**config.mk**
```make
export PLATFORM = sky130hd
export DESIGN_NAME = writeback_unit_flat
export DESIGN_NICKNAME = d
export VERILOG_FILES = /design/src/rtl/writeback_unit_pkg.sv /design/src/rtl/writeback_unit_if.sv /design/src/rtl/writeback_unit_load_extender.sv /design/src/rtl/writeback_unit.sv /design/src/flat_wrapper.sv
export SDC_FILE = /design/constraint.sdc
export NUM_CORES = 1
export LEC_CHECK = 0
export CAP_MARGIN = 20
export CORE_MARGIN = 4
export CORE_UTILIZATION = 44
export CTS_CLUSTER_DIAMETER = 40
export DETAILED_ROUTE_END_ITERATION = 16
export GPL_TIMING_DRIVEN = 0
export PLACE_DENSITY_LB_ADDON = 0.3
export SYNTH_ARGS = -nofsm -noshare
export SYNTH_HDL_FRONTEND = slang
export SYNTH_SLANG_ARGS = --single-unit
```
**constraint.sdc**
```tcl
create_clock -name clk_in -period 2.48 [get_ports clk_in]
set_clock_uncertainty 0.15 [all_clocks]
set_input_delay 0.496 -clock clk_in [delete_from_list [all_inputs] [get_ports clk_in]]
set_output_delay 0.496 -clock clk_in [all_outputs]
set_load 0.01 [all_outputs]
```
**src/rtl/writeback_unit_pkg.sv**
```systemverilog
// Shared core constants for the writeback stage: data widths, load funct3
// encodings and the writeback FSM state type.
package writeback_unit_pkg;

    localparam int XLEN       = 32;
    localparam int REG_ADDR_W = 5;

    localparam logic [2:0] LB  = 3'b000;
    localparam logic [2:0] LH  = 3'b001;
    localparam logic [2:0] LW  = 3'b010;
    localparam logic [2:0] LBU = 3'b100;
    localparam logic [2:0] LHU = 3'b101;

    typedef enum logic [0:0] {
        IDLE      = 1'b0,
        WAIT_LOAD = 1'b1
    } wb_state_e;

endpackage

```
**src/rtl/writeback_unit_if.sv**
```systemverilog
// Execute-to-writeback retire bus. Handshake: a transfer happens in any cycle
// where ex_valid_in && ex_ready_out; execute holds all fields stable while valid and not ready.
interface writeback_unit_if;
    import writeback_unit_pkg::*;

    logic                  ex_valid_in;
    logic                  ex_ready_out;
    logic                  ex_wb_en_in;
    logic                  ex_is_load_in;
    logic [REG_ADDR_W-1:0] ex_rd_addr_in;
    logic [XLEN-1:0]       ex_result_in;
    logic [2:0]            ex_funct3_in;
    logic [1:0]            ex_addr_lsb_in;

    modport master (
        output ex_valid_in, ex_wb_en_in, ex_is_load_in, ex_rd_addr_in,
               ex_result_in, ex_funct3_in, ex_addr_lsb_in,
        input  ex_ready_out
    );

    modport slave (
        input  ex_valid_in, ex_wb_en_in, ex_is_load_in, ex_rd_addr_in,
               ex_result_in, ex_funct3_in, ex_addr_lsb_in,
        output ex_ready_out
    );

endinterface

```
**src/rtl/writeback_unit_load_extender.sv**
```systemverilog
// Combinational load-data formatter: picks the byte/halfword lane from the raw
// aligned word and sign- or zero-extends it to XLEN.
module writeback_unit_load_extender
    import writeback_unit_pkg::*;
(
    input  logic [XLEN-1:0] raw_word,
    input  logic [2:0]      funct3,
    input  logic [1:0]      addr_lsb,
    output logic [XLEN-1:0] ext_word
);

    logic [7:0]  byte_sel;
    logic [15:0] half_sel;

    always_comb begin
        byte_sel = raw_word[{addr_lsb, 3'b000} +: 8];
        half_sel = addr_lsb[1] ? raw_word[31:16] : raw_word[15:0];
        // Reserved encodings fall through to the word path.
        case (funct3)
            LB:      ext_word = {{24{byte_sel[7]}}, byte_sel};
            LH:      ext_word = {{16{half_sel[15]}}, half_sel};
            LBU:     ext_word = {24'd0, byte_sel};
            LHU:     ext_word = {16'd0, half_sel};
            default: ext_word = raw_word;
        endcase
    end

endmodule

```
**src/rtl/writeback_unit.sv**
```systemverilog
// Final integer-pipeline stage: retires ALU results immediately, parks loads
// until the data memory responds (or times out), and drives the register-file write port.
module writeback_unit
    import writeback_unit_pkg::*;
#(
    parameter int LOAD_TIMEOUT = 16,
    parameter int CNT_W        = 5
) (
    input  logic                  clk_in,
    input  logic                  rst_in,
    writeback_unit_if.slave       ex,
    input  logic                  dmem_rvalid_in,
    input  logic [XLEN-1:0]       dmem_rdata_in,
    output logic [REG_ADDR_W-1:0] rd_addr_out,
    output logic [XLEN-1:0]       rd_out,
    output logic                  wr_en_out,
    output logic                  pend_valid_out,
    output logic [REG_ADDR_W-1:0] pend_rd_out,
    output logic                  load_err_out,
    output wb_state_e             dbg_state_out
);

    wb_state_e             state, state_nxt;
    logic [CNT_W-1:0]      cnt, cnt_nxt;

    logic [REG_ADDR_W-1:0] lat_rd;
    logic [2:0]            lat_funct3;
    logic [1:0]            lat_lsb;
    logic                  lat_wb_en;

    logic                  hs;
    logic                  load_accept;
    logic                  alu_wr;
    logic                  load_done;
    logic                  load_abort;
    logic                  wr_nxt;
    logic [REG_ADDR_W-1:0] addr_nxt;
    logic [XLEN-1:0]       data_nxt;
    logic [XLEN-1:0]       ext_word;
    logic                  timeout_hit;

    writeback_unit_load_extender u_ext (
        .raw_word (dmem_rdata_in),
        .funct3   (lat_funct3),
        .addr_lsb (lat_lsb),
        .ext_word (ext_word)
    );

    assign timeout_hit   = (cnt == CNT_W'(LOAD_TIMEOUT - 1));
    assign dbg_state_out = state;

    always_ff @(posedge clk_in or negedge rst_in) begin
        if (!rst_in) begin
            state <= IDLE;
            cnt   <= '0;
        end else begin
            state <= state_nxt;
            cnt   <= cnt_nxt;
        end
    end

    // rvalid is checked before the timeout so a same-cycle response still writes.
    always_comb begin
        state_nxt = state;
        cnt_nxt   = cnt;
        case (state)
            IDLE: begin
                if (ex.ex_valid_in && ex.ex_is_load_in) begin
                    state_nxt = WAIT_LOAD;
                    cnt_nxt   = '0;
                end
            end
            WAIT_LOAD: begin
                cnt_nxt = cnt + CNT_W'(1);
                if (dmem_rvalid_in || timeout_hit) begin
                    state_nxt = IDLE;
                end
            end
            default: state_nxt = IDLE;
        endcase
    end

    always_comb begin
        ex.ex_ready_out = (state == IDLE);
        hs              = ex.ex_valid_in && (state == IDLE);
        load_accept     = hs && ex.ex_is_load_in;
        alu_wr          = hs && !ex.ex_is_load_in && ex.ex_wb_en_in &&
                          (ex.ex_rd_addr_in != '0);
        load_done       = (state == WAIT_LOAD) && dmem_rvalid_in;
        load_abort      = (state == WAIT_LOAD) && !dmem_rvalid_in && timeout_hit;
        wr_nxt          = alu_wr || (load_done && lat_wb_en);
        addr_nxt        = alu_wr ? ex.ex_rd_addr_in : lat_rd;
        data_nxt        = alu_wr ? ex.ex_result_in  : ext_word;
    end

    always_ff @(posedge clk_in or negedge rst_in) begin
        if (!rst_in) begin
            lat_rd     <= '0;
            lat_funct3 <= LW;
            lat_lsb    <= '0;
            lat_wb_en  <= 1'b0;
        end else if (load_accept) begin
            lat_rd     <= ex.ex_rd_addr_in;
            lat_funct3 <= ex.ex_funct3_in;
            lat_lsb    <= ex.ex_addr_lsb_in;
            lat_wb_en  <= ex.ex_wb_en_in && (ex.ex_rd_addr_in != '0);
        end
    end

    // Address and data only move on a real write; the register file bypasses them.
    always_ff @(posedge clk_in or negedge rst_in) begin
        if (!rst_in) begin
            wr_en_out      <= 1'b0;
            rd_addr_out    <= '0;
            rd_out         <= '0;
            load_err_out   <= 1'b0;
            pend_valid_out <= 1'b0;
            pend_rd_out    <= '0;
        end else begin
            wr_en_out    <= wr_nxt;
            load_err_out <= load_abort;
            if (wr_nxt) begin
                rd_addr_out <= addr_nxt;
                rd_out      <= data_nxt;
            end
            if (load_accept) begin
                pend_valid_out <= 1'b1;
                pend_rd_out    <= ex.ex_rd_addr_in;
            end else if (load_done || load_abort) begin
                pend_valid_out <= 1'b0;
                pend_rd_out    <= '0;
            end
        end
    end

endmodule
```
**src/flat_wrapper.sv**
```systemverilog
// flat-port wrapper written by rule: the top's interface ports become plain ports
module writeback_unit_flat import writeback_unit_pkg::*;
#(
    parameter int LOAD_TIMEOUT = 16,
    parameter int CNT_W        = 5
)
  (clk_in, rst_in, dmem_rvalid_in, dmem_rdata_in, rd_addr_out, rd_out, wr_en_out, pend_valid_out, pend_rd_out, load_err_out, dbg_state_out, ex_ex_valid_in, ex_ex_wb_en_in, ex_ex_is_load_in, ex_ex_rd_addr_in, ex_ex_result_in, ex_ex_funct3_in, ex_ex_addr_lsb_in, ex_ex_ready_out);
  writeback_unit_if ex_i ();
  input  logic clk_in;
  input  logic rst_in;
  input  logic dmem_rvalid_in;
  input  logic [XLEN-1:0] dmem_rdata_in;
  output logic [REG_ADDR_W-1:0] rd_addr_out;
  output logic [XLEN-1:0] rd_out;
  output logic wr_en_out;
  output logic pend_valid_out;
  output logic [REG_ADDR_W-1:0] pend_rd_out;
  output logic load_err_out;
  output wb_state_e dbg_state_out;
  input wire logic [$bits(ex_i.ex_valid_in)-1:0] ex_ex_valid_in;
  input wire logic [$bits(ex_i.ex_wb_en_in)-1:0] ex_ex_wb_en_in;
  input wire logic [$bits(ex_i.ex_is_load_in)-1:0] ex_ex_is_load_in;
  input wire logic [$bits(ex_i.ex_rd_addr_in)-1:0] ex_ex_rd_addr_in;
  input wire logic [$bits(ex_i.ex_result_in)-1:0] ex_ex_result_in;
  input wire logic [$bits(ex_i.ex_funct3_in)-1:0] ex_ex_funct3_in;
  input wire logic [$bits(ex_i.ex_addr_lsb_in)-1:0] ex_ex_addr_lsb_in;
  output wire logic [$bits(ex_i.ex_ready_out)-1:0] ex_ex_ready_out;
  assign ex_i.ex_valid_in = ex_ex_valid_in;
  assign ex_i.ex_wb_en_in = ex_ex_wb_en_in;
  assign ex_i.ex_is_load_in = ex_ex_is_load_in;
  assign ex_i.ex_rd_addr_in = ex_ex_rd_addr_in;
  assign ex_i.ex_result_in = ex_ex_result_in;
  assign ex_i.ex_funct3_in = ex_ex_funct3_in;
  assign ex_i.ex_addr_lsb_in = ex_ex_addr_lsb_in;
  assign ex_ex_ready_out = ex_i.ex_ready_out;
  writeback_unit #(.LOAD_TIMEOUT(LOAD_TIMEOUT), .CNT_W(CNT_W)) u_core (.clk_in(clk_in), .rst_in(rst_in), .ex(ex_i), .dmem_rvalid_in(dmem_rvalid_in), .dmem_rdata_in(dmem_rdata_in), .rd_addr_out(rd_addr_out), .rd_out(rd_out), .wr_en_out(wr_en_out), .pend_valid_out(pend_valid_out), .pend_rd_out(pend_rd_out), .load_err_out(load_err_out), .dbg_state_out(dbg_state_out));
endmodule
```
==> impl_metrics.tcl <==
set metrics [dict create \
    crit_required_ns 1.83 \
    netlist_instances 371 \
    combPwrFrac 0.376 \
    powerDensity_nw_per_um2 810 \
    cp-start-kind "flop" \
    dr.pass1.iters 5 \
    drt_iter0_drc 196 \
    antenna_found_initial 0 \
    final-max-slew-violation-count 0 \
    worstSkewPairLatency_ns 0.34 \
    critical_path_class "reg -> out" \
    final_util 0.677 \
    status "complete, no violations" \
    vias 3404 \
    postCtsSetupBuffers 0 \
    synth_nets 453 \
    p_sw_w 0.00127 \
    synth_area_um2 3290 \
    netlist_top_cells_count "nand2_1 (81), dfrtp_1 (61), nor2_1 (27), o21ai_0 (22), a21oi_1 (21)" \
    cp_slowest_cell "clkdlybuf4s50_1" \
    io_buffers 126 \
    yosys.area.top_type "dfrtp_1" \
    cts_buffers 9 \
    crit_arrival_ns 1.64 \
    grtUsageTotal 0.244 \
    grt_pass1_vias 3421 \
    clkTransAtPathRegs_ns 0.07 \
    rsz0062_at_grt "false" \
    ios 127 \
    route.detailed.drc 0 \
    async_flop_share 1.00 \
    fin_ws_ns 0.198 \
    yosys_warnings 0 \
    wl_per_cell_um 17.4 \
    finalHoldViolCount 0 \
    crit_fanout 12 \
    ys_top_cells_by_area "dfrtp_1 (46%), nand2_1 (9.3%), a211oi_1 (3.7%), o21ai_0 (3.4%), a21oi_1 (3.2%)" \
    clockRootBuffer "clkbuf_8" \
    synth_edf_count 0 \
    rows 31 \
    initial_core_util 0.453 \
    p_int_w 0.00271 \
    vias_per_cell 5.55 \
    cap_violations 0 \
    grt_pass1_wl_mm 16.7 \
    ys_seq_elements 62 \
    grt_max_degree 41 \
    cts.repair.resized 0 \
    area_growth_pct 49.5 \
    die_x_um 94.4 \
    final_layout_size_suffix_gt1_frac 0.0739 \
    ir_worst_vdd_v 0.000429 \
    cts_buffer_depth 2 \
    yosysTopAreaCellShare 0.465 \
    crit_path_end_kind "output pin" \
    fin_crit_sh 0.920 \
    drt.antenna.violating_nets 0 \
    setup_viol 0 \
    fin_nets 591 \
    dieArea_um2 8910 \
    synth_ff_type "dfrtp_1" \
    p_leak_nw 2.12 \
    clockPowerShare 0.247 \
    synth-seq-area-share 0.473 \
    diodes 0 \
    synth_cell_type_count 39 \
    tightest_slew_ns 0.669 \
    max_freq_mhz 438 \
    swShare 0.318 \
    relSlewSlack 0.553 \
    gp_congestion 0.859 \
    power_frac_seq 0.377 \
    clock-sinks 62 \
    critical-path-max-stage-delay_ns 0.58 \
    hold_class "reg -> reg" \
    min_period_ns 2.28 \
    pre_cts_ws_ns -0.137 \
    synth_most_common_cell "nand2_1" \
    cts_tree "built" \
    syn_avg_cell_area_um2 8.86 \
    path_cells "inv_1 > clkdlybuf4s50_1" \
    hpwl_mm 8.25 \
    dieHeight_um 94.4 \
    drt_wl_total_mm 10.7 \
    core_um2 7250 \
    clock_tree.htree_level_count 3 \
    gr-total-overflow 0 \
]
power by group through the flow:
stage	clock network, W	registers (W)	logic [W]
after floorplan	0	0.00161	0.000567
after global placement	0	0.00150	0.00146
after detailed placement	0	0.00151	0.00150
after CTS	0.000997	0.00150	0.00151
after global routing	0.00104	0.00154	0.00163
final	0.000982	0.00150	0.00150
cell usage in the layout, fill, tap and decap left out, drive strengths merged, types with 6 or more instances in the layout:
master	n
a211oi	16
nand3	10
nand2	81
a211o	8
a21oi	22
nor2	27
dfrtp	61
a31oi	9
buf	17
mux2i	8
nor3	17
clkbuf	21
o311ai	6
and3b	8
o21ai	25
and3	11
clkdlybuf4s50	125
layer usage:
layer  wire, µm  up-vias  part of all wire  global-route usage
met4        188        0             0.018              0.0915
met1       4230     1610              0.40               0.292
li1           -     1601                 -                   -
met5          0        -                 0                   0
met3       1030       16             0.096              0.0725
met2       5250      177              0.49               0.416
final cells by class:
| cell class | count | area, µm² |
|---|---|---|
| plain buffers | 27 | 149 |
| clock buffers | 9 | 124 |
| clock inverters | 7 | 96.3 |
| fillers | 591 | 2340 |
| inverters | 3 | 11.3 |
| multi-input cells | 278 | 1570 |
| flip-flops and latches | 62 | 1550 |
| well taps | 99 | 124 |
| repair buffers | 128 | 1290 |
logic make-up after synthesis:
family | count (synthesis) | share of synthesized area
AOI/OAI and AO/OA | 97 | 0.191
xor gates and xnor gates | 1 | 0.00267
adders and majority gates | 2 | 0.00761
buffers and inverters | 31 | 0.0499
DFF | 62 | 0.473
muxes | 10 | 0.0381
and+or+nand+nor | 168 | 0.238
worst paths after layout:
check,startpoint,end,slack [ns],cells after the start
setup / recovery,u_core.dbg_state_out$_DFF_PN0_,ex_ex_ready_out,0.20,2
hold / removal,u_core.lat_rd[1]$_DFFE_PN0N_,u_core.lat_rd[1]$_DFFE_PN0N_,0.33,2
setup reg to reg,u_core.lat_funct3[1]$_DFFE_PN1N_,u_core.rd_out[28]$_DFFE_PN0P_,0.35,5
hold reg to reg,u_core.lat_rd[1]$_DFFE_PN0N_,u_core.lat_rd[1]$_DFFE_PN0N_,0.33,2
max in group asynchronous,rst_in,u_core.lat_funct3[1]$_DFFE_PN1N_,1.01,3
min in group asynchronous,rst_in,u_core.rd_out[18]$_DFFE_PN0P_,0.51,2
worst max-delay path: cells and delay by family, from the launching register on:
kind	cells	cell delay, ns
DFF	1	0.50
buffers and inverters	2	0.80
through the flow:
stage | setup TNS (ns) | std cells | instance area (µm²) | hold slack (ns) | power, W
after floorplan | 0 | 371 | 3290 | 0.0504 | 0.00217
after global placement | -73.27 | 596 | 4670 | 0.308 | 0.00296
after detailed placement | -2.68 | 597 | 4690 | 0.312 | 0.00302
after CTS | 0 | 614 | 4920 | 0.333 | 0.00400
after global routing | 0 | 613 | 4910 | 0.358 | 0.00421
final | 0 | 613 | 4910 | 0.329 | 0.00398
registers in the layout, indices dropped and copies added, names as in the netlist:
register	flops
u_core.cnt	5
u_core.dbg_state_out	1
u_core.lat_funct3	3
u_core.lat_lsb	2
u_core.lat_rd	5
u_core.lat_wb_en	1
u_core.load_err_out	1
u_core.pend_rd_out	5
u_core.pend_valid_out	1
u_core.rd_addr_out	5
u_core.rd_out	32
u_core.wr_en_out	1
timing repair:
| action | in CTS | in global routing |
|---|---|---|
| hold buffers | 1 | 0 |
| hold endpoints to repair | 22 | 0 |
| setup endpoints to repair | 0 | 1 |
Power figures use the tool's default switching activity.
